## src/rtl/cpu_sequencer_pkg.sv

```systemverilog
// Shared types and constants for the cpu_sequencer datapath slice.
// BRANCH_LUT is only consulted when SEQ_BRANCH_LUT_EN is defined.
package definitions;

   typedef enum logic [2:0] {ADD, XOR, AND, RSL, MOV, LD, ST, BLQZ} aluOp;

   typedef enum logic [2:0] {IDLE, FETCH, EXEC, MEM, WB, DONE} seq_state_t;

   localparam logic [8:0] HALT_INSTR = 9'h1FF;

   // Absolute branch targets; truncated to the sequencer's PC width on use.
   localparam logic [15:0] BRANCH_LUT [8] = '{
      16'h0000, 16'h0010, 16'h0200, 16'h0040,
      16'h0100, 16'h0080, 16'h03F0, 16'h03FF
   };

endpackage

```

## src/rtl/cpu_sequencer_branch_target.sv

```systemverilog
// Combinational BLQZ target: absolute LUT entry when SEQ_BRANCH_LUT_EN is
// defined, otherwise pc plus the sign-extended 3-bit rb field.
module branch_target
   import definitions::*;
#(
   parameter int unsigned PC_W = 10
) (
   input  logic [PC_W-1:0] pc_i,
   input  logic [2:0]      rb_addr_i,
   output logic [PC_W-1:0] target_o
);

`ifdef SEQ_BRANCH_LUT_EN
   logic unused_pc;
   assign unused_pc = ^pc_i;

   always_comb begin
      target_o = PC_W'(BRANCH_LUT[rb_addr_i]);
   end
`else
   always_comb begin
      target_o = pc_i + {{(PC_W-3){rb_addr_i[2]}}, rb_addr_i};
   end
`endif

endmodule

```

## src/rtl/cpu_sequencer.sv

```systemverilog
// Multi-cycle fetch/decode/control sequencer for the 8-bit datapath.
// Build option: SEQ_BRANCH_LUT_EN selects LUT-based absolute BLQZ targets.
module cpu_sequencer
   import definitions::*;
#(
   parameter int unsigned PC_W = 10
) (
   input  logic            clk,
   input  logic            rst_n,
   input  logic            start,
   input  logic [8:0]      instr,
   input  logic            jump_flag,
   output logic [PC_W-1:0] pc,
   output logic [2:0]      alu_op,
   output logic [2:0]      ra_addr,
   output logic [2:0]      rb_addr,
   output logic            reg_we,
   output logic            mem_rd,
   output logic            mem_wr,
   output logic            busy,
   output logic            done
);

   seq_state_t      state_q, state_d;
   logic [PC_W-1:0] pc_q, pc_d;
   logic [PC_W-1:0] pc_inc;
   logic [PC_W-1:0] target;
   logic [8:0]      ir_q, ir_d;
   aluOp            op;

   assign op     = aluOp'(ir_q[8:6]);
   assign pc_inc = pc_q + 1'b1;
   assign pc     = pc_q;

   branch_target #(.PC_W(PC_W)) u_branch_target (
      .pc_i      (pc_q),
      .rb_addr_i (ir_q[2:0]),
      .target_o  (target)
   );

   always_ff @(posedge clk or negedge rst_n) begin
      if (!rst_n) begin
         state_q <= IDLE;
         pc_q    <= '0;
         ir_q    <= '0;
      end else begin
         state_q <= state_d;
         pc_q    <= pc_d;
         ir_q    <= ir_d;
      end
   end

   always_comb begin
      state_d = state_q;
      pc_d    = pc_q;
      ir_d    = ir_q;
      alu_op  = '0;
      ra_addr = '0;
      rb_addr = '0;
      reg_we  = 1'b0;
      mem_rd  = 1'b0;
      mem_wr  = 1'b0;
      busy    = 1'b1;
      done    = 1'b0;

      unique case (state_q)
         IDLE: begin
            busy = 1'b0;
            if (start) begin
               pc_d    = '0;
               state_d = FETCH;
            end
         end
         FETCH: begin
            if (instr == HALT_INSTR) begin
               state_d = DONE;
            end else begin
               ir_d    = instr;
               state_d = EXEC;
            end
         end
         EXEC: begin
            unique case (op)
               LD, ST:  state_d = MEM;
               BLQZ: begin
                  pc_d    = jump_flag ? target : pc_inc;
                  state_d = FETCH;
               end
               default: state_d = WB;
            endcase
         end
         MEM: begin
            // Only LD and ST ever reach MEM.
            if (op == LD) begin
               mem_rd  = 1'b1;
               state_d = WB;
            end else begin
               mem_wr  = 1'b1;
               pc_d    = pc_inc;
               state_d = FETCH;
            end
         end
         WB: begin
            reg_we  = 1'b1;
            pc_d    = pc_inc;
            state_d = FETCH;
         end
         DONE: begin
            busy = 1'b0;
            done = 1'b1;
            if (start) begin
               pc_d    = '0;
               state_d = FETCH;
            end
         end
         default: state_d = IDLE;
      endcase

      // Decode fields stay on the ALU through write-back.
      if (state_q inside {EXEC, MEM, WB}) begin
         alu_op  = ir_q[8:6];
         ra_addr = ir_q[5:3];
         rb_addr = ir_q[2:0];
      end
   end

endmodule

```

## config.mk

```make
export PLATFORM = sky130hd
export DESIGN_NAME = cpu_sequencer
export DESIGN_NICKNAME = d
export VERILOG_FILES = /design/src/rtl/cpu_sequencer_pkg.sv /design/src/rtl/cpu_sequencer_branch_target.sv /design/src/rtl/cpu_sequencer.sv
export SDC_FILE = /design/constraint.sdc
export NUM_CORES = 1
export LEC_CHECK = 0
export CAP_MARGIN = 20
export CORE_UTILIZATION = 35
export CTS_CLUSTER_SIZE = 8
export DETAILED_ROUTE_END_ITERATION = 6
export GPL_TIMING_DRIVEN = 0
export MAX_ROUTING_LAYER = met4
export PLACE_DENSITY = 0.6
export SYNTH_ARGS = -nofsm -noshare
export SYNTH_HDL_FRONTEND = slang
export SYNTH_SLANG_ARGS = --single-unit
```

## constraint.sdc

```tcl
create_clock -name clk -period 3 [get_ports clk]
set_input_delay 0.3 -clock clk [delete_from_list [all_inputs] [get_ports clk]]
set_output_delay 0.3 -clock clk [all_outputs]
set_load 0.005 [all_outputs]
```

==> impl_metrics.json <==
{
  "gr-total-overflow": 0,
  "port_buffers": 36,
  "syn_inst": 224,
  "drtPass1Iterations": 4,
  "area_growth_pct": 29.8,
  "required_ns": 2.70,
  "worstPathArrival_ns": 2.22,
  "timing.fmax_ghz": 0.396,
  "viasPerCell": 5.21,
  "tightest_slew_ns": 0.741,
  "end_kind": "output port",
  "synth-seq-cells": 22,
  "htreeDepth": 1,
  "most-common-layout-cells": "37 x nand2_1, 36 x clkdlybuf4s50_1, 22 x nor2_1, 22 x dfrtp_1",
  "slew_viol_final": 0,
  "ir_drop_mv": 0.587,
  "fin_nets": 290,
  "cts-hold-fix-buffers": 0,
  "crit_start": "state_q[0]$_DFFE_PN0N_",
  "path_buf_inv": 2,
  "dominantRegCellSynth": "dfrtp_1",
  "multi_input_area_sq_um": 1180,
  "syn_area_per_cell_sq_um": 8.13,
  "vias": 1730,
  "first_global_vias": 1540,
  "drv_cap": 0,
  "clk_pin_slew_ns": 0.08,
  "place.gp.congestion": 0.820,
  "path_delay_family": "buffers and inverters",
  "r2r-start": "pc[0]$_DFFE_PN0P_",
  "crit_path_end": "rb_addr[2]",
  "yosys_warnings": 0,
  "clock-sinks": 22,
  "worstSetupPathType": "flip-flop to output port",
  "clk_path_buf_depth": 2,
  "wl_mm": 4.54,
  "finalSetupViolCount": 0,
  "hold_viol": 0,
  "drtIter0Drc": 156,
  "status": "finished clean",
  "nFillCells": 497,
  "postCtsSetupBuffers": 0,
  "seq_area_sq_um": 551,
  "synth_edf_count": 0,
  "period_needed_ns": 2.52,
  "powerDensity_nw_per_um2": 1150,
  "io-pin-count": 37,
  "cts_tree": "done",
  "cts-root-buf": "clkbuf_8",
  "start_util_pct": 37.3,
  "clk_latency_ns": 0.27,
  "grt_max_degree": 23,
  "final_common_cell": "nand2_1",
  "setup_tns_ns": 0,
  "finalClockSkew_ns": 0.00277,
  "die_area_sq_um": 5500,
  "hold_path_class": "input port to asynchronous set/reset pin",
  "synth_fp_nets": 248,
  "reg2reg_to": "pc[6]$_DFFE_PN0P_",
  "drtAntennaViolNets": 0,
  "wl_per_cell_um": 13.7,
  "die_w_um": 74.1,
  "seq_area_frac_synth_pct": 30.2,
  "rows": 25,
  "ys_types": 52,
  "placedCellCount": 327,
  "cp_cell_sequence": "buf_2, nor2_1, a21oi_1, nor2b_1, clkdlybuf4s50_1",
  "diodes": 0,
  "track_usage_pct": 17.4,
  "hpwl_mm": 3.36,
  "critPathMaxFanout": 10,
  "path_depth": 5,
  "drc": 0,
  "fin_cells": 332,
  "coreArea_sq_um": 4880,
  "power_leakage_nw": 0.987,
  "drive_gt1_share_pct": 8.30,
  "fin_crit_sh_pct": 84.1,
  "cp_slowest_cell": "a21oi_1",
  "die_h_um": 74.1,
  "cts.repair.resized": 0,
  "antenna_found_initial": 0,
  "max_slew_margin_pct": 50.6,
  "r2r_slack_ns": 0.73,
  "cts_buffers": 3,
  "grt_pass1_wl_mm": 7.22,
  "crit_path_start_kind": "flip-flop",
  "synth_async_sr_flop_share_pct": 100,
  "critPathMaxStageDelay_ns": 0.58,
  "r2r_cells": 9,
  "rsz0062_at_grt": "false",
  "syn_area_sq_um": 1820
}
where the power goes:
group	internal, mW	switching, mW	leakage [nW]	total [mW]
Sequential	0.431	0.170	0.274	0.601
Combinational	0.896	0.942	0.677	1.84
Clock	0.178	0.104	0.0357	0.283
Total	1.51	1.22	0.987	2.72
routing by layer:
layer / global-route usage [%] / routed length, um / up-vias
li1: - / - / 883
met1: 24.9 / 2300 / 805
met2: 25.7 / 2040 / 37
met3: 3.25 / 168 / 5
met4: 3.21 / 29 / 0
met5: - / 0 / -
worst register-to-register path: stages (launching register included):
cell	delay, ns
dfrtp_1	0.46
ha_1	0.25
inv_1	0.07
fa_1	0.42
nor2b_1	0.13
o21a_1	0.14
o211ai_1	0.13
a31o_2	0.26
a31o_2	0.24
o21ai_1	0.10
state kept, by name, summed over array words and instances (netlist names):
name	flops
state_q	3
ir_q	9
pc	10
how the worst min path moves through the flow:
stage                                   start                  end  slack, ns  cells past startpoint
after floorplan                         rst_n  ir_q[0]$_DFFE_PN0P_      0.004                      0
after global placement    ir_q[3]$_DFFE_PN0P_  ir_q[3]$_DFFE_PN0P_       0.46                      2
after detailed placement  ir_q[3]$_DFFE_PN0P_  ir_q[3]$_DFFE_PN0P_       0.47                      2
after CTS                 ir_q[4]$_DFFE_PN0P_  ir_q[4]$_DFFE_PN0P_       0.49                      1
after global routing                    rst_n    pc[7]$_DFFE_PN0P_       0.24                      1
final                                   rst_n    pc[8]$_DFFE_PN0P_       0.25                      1
layout make-up:
| type | instances | share of cell area [%] |
|---|---|---|
| flip-flops and latches | 22 | 23.3 |
| inverters | 11 | 1.75 |
| clock inverters | 1 | 1.27 |
| well taps | 67 | 3.54 |
| repair buffers | 37 | 16.4 |
| multi-input cells | 183 | 50.1 |
| plain buffers | 8 | 1.96 |
| clock buffers | 3 | 1.75 |
logic make-up after synthesis:
kind of cell / share of synthesized area (%)
flip-flops: 30.2
AO/OA/AOI/OAI: 22.5
buffers and inverters: 4.81
adder cells (fa/ha/maj): 8.59
XOR/XNOR: 4.81
AND/OR/NAND/NOR: 26.9
multiplexers: 2.20
cells in the mapped netlist (2+ instances only):
library cell	number	area [sq um]
a21oi_1	7	35.0
ha_1	10	125
mux2i_1	4	40.0
nor2_1	22	82.6
dfrtp_1	22	551
buf_2	4	20.0
o22ai_1	3	18.8
nand3b_1	3	22.5
o21ai_1	6	30.0
o32ai_1	4	35.0
a22o_1	6	52.6
and3_1	4	25.0
xnor2_1	3	26.3
o211ai_1	4	30.0
inv_1	10	37.5
nand2b_1	3	18.8
o22a_1	2	17.5
nor2b_1	9	56.3
or3_1	2	12.5
xor2_1	7	61.3
o21ai_0	7	35.0
a31o_2	2	17.5
nand2_1	37	139
or2_2	2	12.5
nor3_1	3	15.0
nand3_1	7	35.0
nand4_1	3	18.8
o21a_1	4	30.0
stage by stage:
step	hold slack (ns)	power [mW]	setup WS, ns	util (%)	instance area [sq um]
after floorplan	0.00441	1.85	0.956	-	1820
after global placement	0.456	2.42	0.744	46.4	2270
after detailed placement	0.466	2.42	0.747	46.4	2270
after CTS	0.490	2.72	0.461	47.9	2340
after global routing	0.245	2.97	0.321	48.5	2360
final	0.247	2.72	0.476	48.5	2360
Note: power is estimated with default switching activity, not from simulation.
